==> src/rtl/wall_depth_controller.sv <==
// Wall run sequencer: steps the wall depth per video frame, checks players against the goal window, holds, then ends the round.
// Optional build macro WALL_AUTO_RESTART_EN: HOLD loops straight back to ADVANCE instead of IDLE.
//
// state   | meaning
// --------+-------------------------------------------------------------
// IDLE    | no wall on screen, depth 0, waiting for start_in
// ADVANCE | wall moving, depth += 1 every FRAMES_PER_STEP unpaused frames
// CHECK   | single cycle, player depths sampled against the goal window
// HOLD    | depth parked at MAX_WALL_DEPTH for HOLD_FRAMES unpaused frames
module wall_depth_controller #(
  parameter int MAX_WALL_DEPTH   = 75,
  parameter int GOAL_DEPTH       = 60,
  parameter int GOAL_DEPTH_DELTA = 10,
  parameter int FRAMES_PER_STEP  = 4,
  parameter int HOLD_FRAMES      = 60
) (
  input  logic       clk_in,
  input  logic       rst_n_in,
  input  logic       new_frame_in,
  input  logic       start_in,
  input  logic       pause_in,
  input  logic [1:0] num_players_in,
  input  logic [7:0] player_depths_in [3:0],
  output logic [7:0] wall_depth_out,
  output logic       wall_active_out,
  output logic       check_valid_out,
  output logic [3:0] player_in_goal_out,
  output logic       round_done_out,
  output logic [7:0] wall_count_out,
  output logic [1:0] state_out
);

  localparam logic [1:0] IDLE    = 2'd0;
  localparam logic [1:0] ADVANCE = 2'd1;
  localparam logic [1:0] CHECK   = 2'd2;
  localparam logic [1:0] HOLD    = 2'd3;

  localparam int CNT_MAX = (FRAMES_PER_STEP > HOLD_FRAMES) ? FRAMES_PER_STEP : HOLD_FRAMES;
  localparam int CNT_W   = $clog2(CNT_MAX + 1);

  localparam logic [CNT_W-1:0] STEP_LAST = CNT_W'(FRAMES_PER_STEP - 1);
  localparam logic [CNT_W-1:0] HOLD_LAST = CNT_W'(HOLD_FRAMES - 1);
  localparam logic [7:0]       DEPTH_MAX = 8'(MAX_WALL_DEPTH);

  // Signed bounds so a delta wider than the goal clamps the lower edge at 0.
  localparam logic signed [9:0] WIN_LO_RAW = 10'(GOAL_DEPTH) - 10'(GOAL_DEPTH_DELTA);
  localparam logic signed [9:0] WIN_LO     = (WIN_LO_RAW < 0) ? 10'sd0 : WIN_LO_RAW;
  localparam logic signed [9:0] WIN_HI     = 10'(GOAL_DEPTH) + 10'(GOAL_DEPTH_DELTA);

  logic [1:0]       state_q, state_d;
  logic [CNT_W-1:0] frame_cnt_q, frame_cnt_d;
  logic [7:0]       wall_depth_q, wall_depth_d;
  logic             wall_active_q, wall_active_d;
  logic             check_valid_q, check_valid_d;
  logic [3:0]       player_in_goal_q, player_in_goal_d;
  logic             round_done_q, round_done_d;
  logic [7:0]       wall_count_q, wall_count_d;

  logic             frame_tick;
  logic [3:0]       in_window;
  logic [1:0]       hold_exit_state;

  assign frame_tick = new_frame_in & ~pause_in;

`ifdef WALL_AUTO_RESTART_EN
  assign hold_exit_state = ADVANCE;
`else
  assign hold_exit_state = IDLE;
`endif

  always_comb begin
    in_window = 4'b0000;
    for (int i = 0; i < 4; i++) begin
      in_window[i] = (i <= int'(num_players_in))
                  && ($signed({2'b00, player_depths_in[i]}) >= WIN_LO)
                  && ($signed({2'b00, player_depths_in[i]}) <= WIN_HI);
    end
  end

  always_comb begin
    state_d          = state_q;
    frame_cnt_d      = frame_cnt_q;
    wall_depth_d     = wall_depth_q;
    check_valid_d    = 1'b0;
    player_in_goal_d = player_in_goal_q;
    round_done_d     = 1'b0;
    wall_count_d     = wall_count_q;

    case (state_q)
      IDLE: begin
        wall_depth_d = 8'd0;
        if (start_in) begin
          state_d          = ADVANCE;
          frame_cnt_d      = '0;
          player_in_goal_d = 4'b0000;
        end
      end

      ADVANCE: begin
        if (frame_tick) begin
          if (frame_cnt_q == STEP_LAST) begin
            frame_cnt_d  = '0;
            wall_depth_d = wall_depth_q + 8'd1;
            if (wall_depth_q + 8'd1 == DEPTH_MAX) begin
              state_d = CHECK;
            end
          end else begin
            frame_cnt_d = frame_cnt_q + CNT_W'(1);
          end
        end
      end

      CHECK: begin
        player_in_goal_d = in_window;
        check_valid_d    = 1'b1;
        frame_cnt_d      = '0;
        state_d          = HOLD;
      end

      HOLD: begin
        if (frame_tick) begin
          if (frame_cnt_q == HOLD_LAST) begin
            frame_cnt_d  = '0;
            wall_depth_d = 8'd0;
            round_done_d = 1'b1;
            state_d      = hold_exit_state;
            if (wall_count_q != 8'hFF) begin
              wall_count_d = wall_count_q + 8'd1;
            end
          end else begin
            frame_cnt_d = frame_cnt_q + CNT_W'(1);
          end
        end
      end

      default: state_d = IDLE;
    endcase

    wall_active_d = (state_d != IDLE);
  end

  always_ff @(posedge clk_in or negedge rst_n_in) begin
    if (!rst_n_in) begin
      state_q          <= IDLE;
      frame_cnt_q      <= '0;
      wall_depth_q     <= 8'd0;
      wall_active_q    <= 1'b0;
      check_valid_q    <= 1'b0;
      player_in_goal_q <= 4'b0000;
      round_done_q     <= 1'b0;
      wall_count_q     <= 8'd0;
    end else begin
      state_q          <= state_d;
      frame_cnt_q      <= frame_cnt_d;
      wall_depth_q     <= wall_depth_d;
      wall_active_q    <= wall_active_d;
      check_valid_q    <= check_valid_d;
      player_in_goal_q <= player_in_goal_d;
      round_done_q     <= round_done_d;
      wall_count_q     <= wall_count_d;
    end
  end

  assign wall_depth_out     = wall_depth_q;
  assign wall_active_out    = wall_active_q;
  assign check_valid_out    = check_valid_q;
  assign player_in_goal_out = player_in_goal_q;
  assign round_done_out     = round_done_q;
  assign wall_count_out     = wall_count_q;
  assign state_out          = state_q;

endmodule

==> config.mk <==
export PLATFORM = sky130hd
export DESIGN_NAME = wall_depth_controller
export DESIGN_NICKNAME = d
export VERILOG_FILES = /design/src/rtl/wall_depth_controller.sv
export SDC_FILE = /design/constraint.sdc
export NUM_CORES = 1
export LEC_CHECK = 0
export ABC_CLOCK_PERIOD_IN_PS = 2550
export CAP_MARGIN = 20
export CORE_MARGIN = 4
export CORE_UTILIZATION = 41
export CTS_CLUSTER_SIZE = 25
export DETAILED_ROUTE_END_ITERATION = 10
export DONT_BUFFER_PORTS = 1
export GPL_TIMING_DRIVEN = 1
export PLACE_DENSITY = 0.58
export REMOVE_ABC_BUFFERS = 1
export SLEW_MARGIN = 30
export SYNTH_ARGS = -nofsm -noshare
export SYNTH_HDL_FRONTEND = slang
export SYNTH_SLANG_ARGS = --single-unit
==> constraint.sdc <==
create_clock -name clk_in -period 2.55 [get_ports clk_in]
set_clock_uncertainty 0.2 [all_clocks]
set_input_delay 0.3825 -clock clk_in [delete_from_list [all_inputs] [get_ports clk_in]]
set_output_delay 0.3825 -clock clk_in [all_outputs]
set_load 0.005 [all_outputs]
==> results.toml <==
[synth]
syn_area_per_cell_um2 = 9.53
synthTopCellsByArea = "dfrtp_1 (43%), o21ai_0 (4.5%), a31oi_1 (4.2%)"
ys_seq_area_share_pct = 43.3
synth-warning-count = 0
synth-edff-count = 0
yosys.area.top_type = "dfrtp_1"
synthFlopType = "dfrtp_1"
synth_top_area_share_pct = 43.3
synth_cells = 188
syn_area_um2 = 1790
synth-seq-cells = 31
synthArstFlopShare_pct = 100
synth_cell_types = 46

[placement]
dp_slack_ns = 0.288
portBuffers = 0
gp_congestion = 0.781
dp_hpwl_um = 3020
dp.cells = 237

[worst_setup_path]
slowest_delay_ns = 0.51
crit_family = "simple AND/OR/NAND/NOR gates"
path_max_fanout = 8
path_buf_inv = 0
startpoint_type = "flip-flop"
critPathSlowestCell = "or3_1"
cp-end-kind = "flip-flop"
worstPathArrival_ns = 2.22
worstPathRequired_ns = 2.51
path_cells = "ha_1 -> or2b_4 -> or3_1 -> nor2_1 -> mux2_1"
worstSetupPathType = "reg -> reg"

[sta]
period_minus_slack_ns = 2.26
final_hold_viol_count = 0
finalSetupViolCount = 0
clock.fmax_mhz = 442
whs_ns = 0.0440
drv_slew = 0
worstMarginPinSlew_ns = 0.392
fin_tns_setup_ns = 0
slew_headroom_pct = 73.6
rsz0062_at_grt = "no"
period_share_pct = 88.8
fin_ws_ns = 0.286

[clock_tree]
clk_pin_slew_worst_paths_ns = 0.06
clock_latency_ns = 0.28
cts_tree = "built"
numCtsBuffers = 5
post_cts_resized = 0
htreeDepth = 2
cts_sinks = 31
clockBufferDepth = 2
root_buffer = "clkbuf_8"

[global_route]
overflow = 0
grt_antenna_before_repair = 0
grt_pass1_vias = 1505
grt_pass1_wl_um = 6740
grt_max_degree = 32
grt_usage_pct = 15.8

[final_layout]
fillers = 366
antenna_cells = 0
post-route-util_pct = 48.8
drive_above_1_share_pct = 8.50
area_delta_synth_final_pct = 12.0
fin_nets = 242
final_cells = 250

[power]
ir_worst_vdd_v = 0.000227
p_leak_nw = 0.916
powerDensity_nw_per_um2 = 632

[die]
dieArea_um2 = 5490
fp.dieH_um = 74.1
ios = 64
placementRows = 23
start_util_pct = 43.5
die_x_um = 74.1
coreArea_um2 = 4120

[detailed_routing]
vias_per_cell = 6.00
firstDrtPassIters = 4
drc_errors = 0
postRouteAntennaNets = 0
vias = 1500
wl_per_cell_um = 15.9
totalWireLength_um = 3980
drt_iter0_markers = 71

[flow_run]
cap_viol_max_count = 0

[run_status]
outcome = "complete, no violations"

[hold_path]
hp-class = "in -> reg"
==> registers in the layout, summed over array words and instances (netlist names) <==
signal,flops
wall_active_out,1
wall_depth_out,8
player_in_goal_out,4
round_done_out,1
frame_cnt_q,6
check_valid_out,1
wall_count_out,8
state_out,2
==> cell usage after synthesis (2+ instances only) <==
cell type,number
xor2_1,8
and2_1,2
nand2b_1,4
a21oi_1,7
nor3_1,12
nand4_1,3
o31ai_1,3
ha_1,4
a31oi_1,12
o21ai_0,16
inv_1,8
or3_1,2
mux2_1,3
nand2_1,19
and4_1,3
nor2_1,9
and2b_1,2
nor2b_1,4
nand3_1,10
dfrtp_1,31
==> placed cells by master, fill, tap and decap left out, types with 2 or more instances in the layout <==
cell type,synthesis,routed
dfrtp_1,31,31
nand2_1,19,19
o21ai_0,16,16
nor3_1,12,12
a31oi_1,12,12
nand3_1,10,10
nor2_1,9,9
xor2_1,8,8
inv_1,8,8
a21oi_1,7,7
clkbuf_8,0,7
nand2b_1,4,4
nor2b_1,4,4
ha_1,4,4
dlygate4sd3_1,0,4
and4_1,3,3
nand4_1,3,3
o31ai_1,3,3
mux2_1,3,3
and2b_1,2,2
and2_1,2,2
or3_1,2,2
==> kinds of logic after synthesis <==
group | share of synthesized area (%)
and+or+nand+nor | 27.8
xor gates and xnor gates | 4.40
adders and majority gates | 2.79
AOI/OAI and AO/OA | 17.3
muxes | 1.89
DFF | 43.3
buffers and inverters | 2.51
==> stage by stage <==
step / cell area (um2) / total power [mW]
finish: 2010 / 1.27
global route: 2010 / 1.35
CTS: 2010 / 1.29
detailed placement: 1850 / 0.848
global placement: 1850 / 0.831
floorplan: 1780 / 0.789
==> per-layer routing <==
layer	vias to the layer above	global-route usage [%]	part of all wire (%)
met3	6	7.57	13
met5	-	0	0
li1	715	-	-
met2	76	23.4	44
met4	0	5.43	1.3
met1	703	20.3	42
==> worst reg2reg max path, delay by kind of cell (launching register included) <==
family / cells / cell delay (ns)
adders and majority gates: 1 / 0.19
and+or+nand+nor: 3 / 1.05
muxes: 1 / 0.34
DFF: 1 / 0.38
==> where the power goes <==
group | internal (mW) | leakage, nW | switching (mW) | total [mW]
Combinational | 0.108 | 0.451 | 0.115 | 0.223
Sequential | 0.542 | 0.414 | 0.0888 | 0.631
Clock | 0.246 | 0.0515 | 0.168 | 0.414
Total | 0.896 | 0.916 | 0.372 | 1.27
==> what timing repair did <==
item | in CTS | in global routing
buffers inserted | 0 | 0
endpoints found under the setup margin | 0 | 0
hold buffers | 5 | 0
endpoints found under the hold margin | 34 | 0
==> cell type report <==
cell class | count | area (um2) | area share [%]
Clock buffer | 8 | 100 | 4.99
Inverter | 8 | 30.0 | 1.50
Multi-Input combinational cell | 147 | 971 | 48.4
Sequential cell | 31 | 776 | 38.7
Tap cell | 50 | 62.6 | 3.12
Timing Repair Buffer | 6 | 67.6 | 3.37
==> final timing paths <==
path / start / end / slack [ns] / cells past startpoint
hold / removal: num_players_in[0] / player_in_goal_out[3]$_DFFE_PN0P_ / 0.04 / 2
min in group asynchronous: rst_n_in / state_out[1]$_DFF_PN0_ / 0.35 / 2
setup reg to reg: frame_cnt_q[0]$_DFFE_PN0P_ / wall_count_out[1]$_DFFE_PN0P_ / 0.29 / 5
hold reg to reg: player_in_goal_out[1]$_DFFE_PN0P_ / player_in_goal_out[1]$_DFFE_PN0P_ / 0.32 / 2
setup / recovery: frame_cnt_q[0]$_DFFE_PN0P_ / wall_count_out[1]$_DFFE_PN0P_ / 0.29 / 5
max in group asynchronous: rst_n_in / wall_count_out[0]$_DFFE_PN0P_ / 1.63 / 2
(Power assumes the default switching activity.)
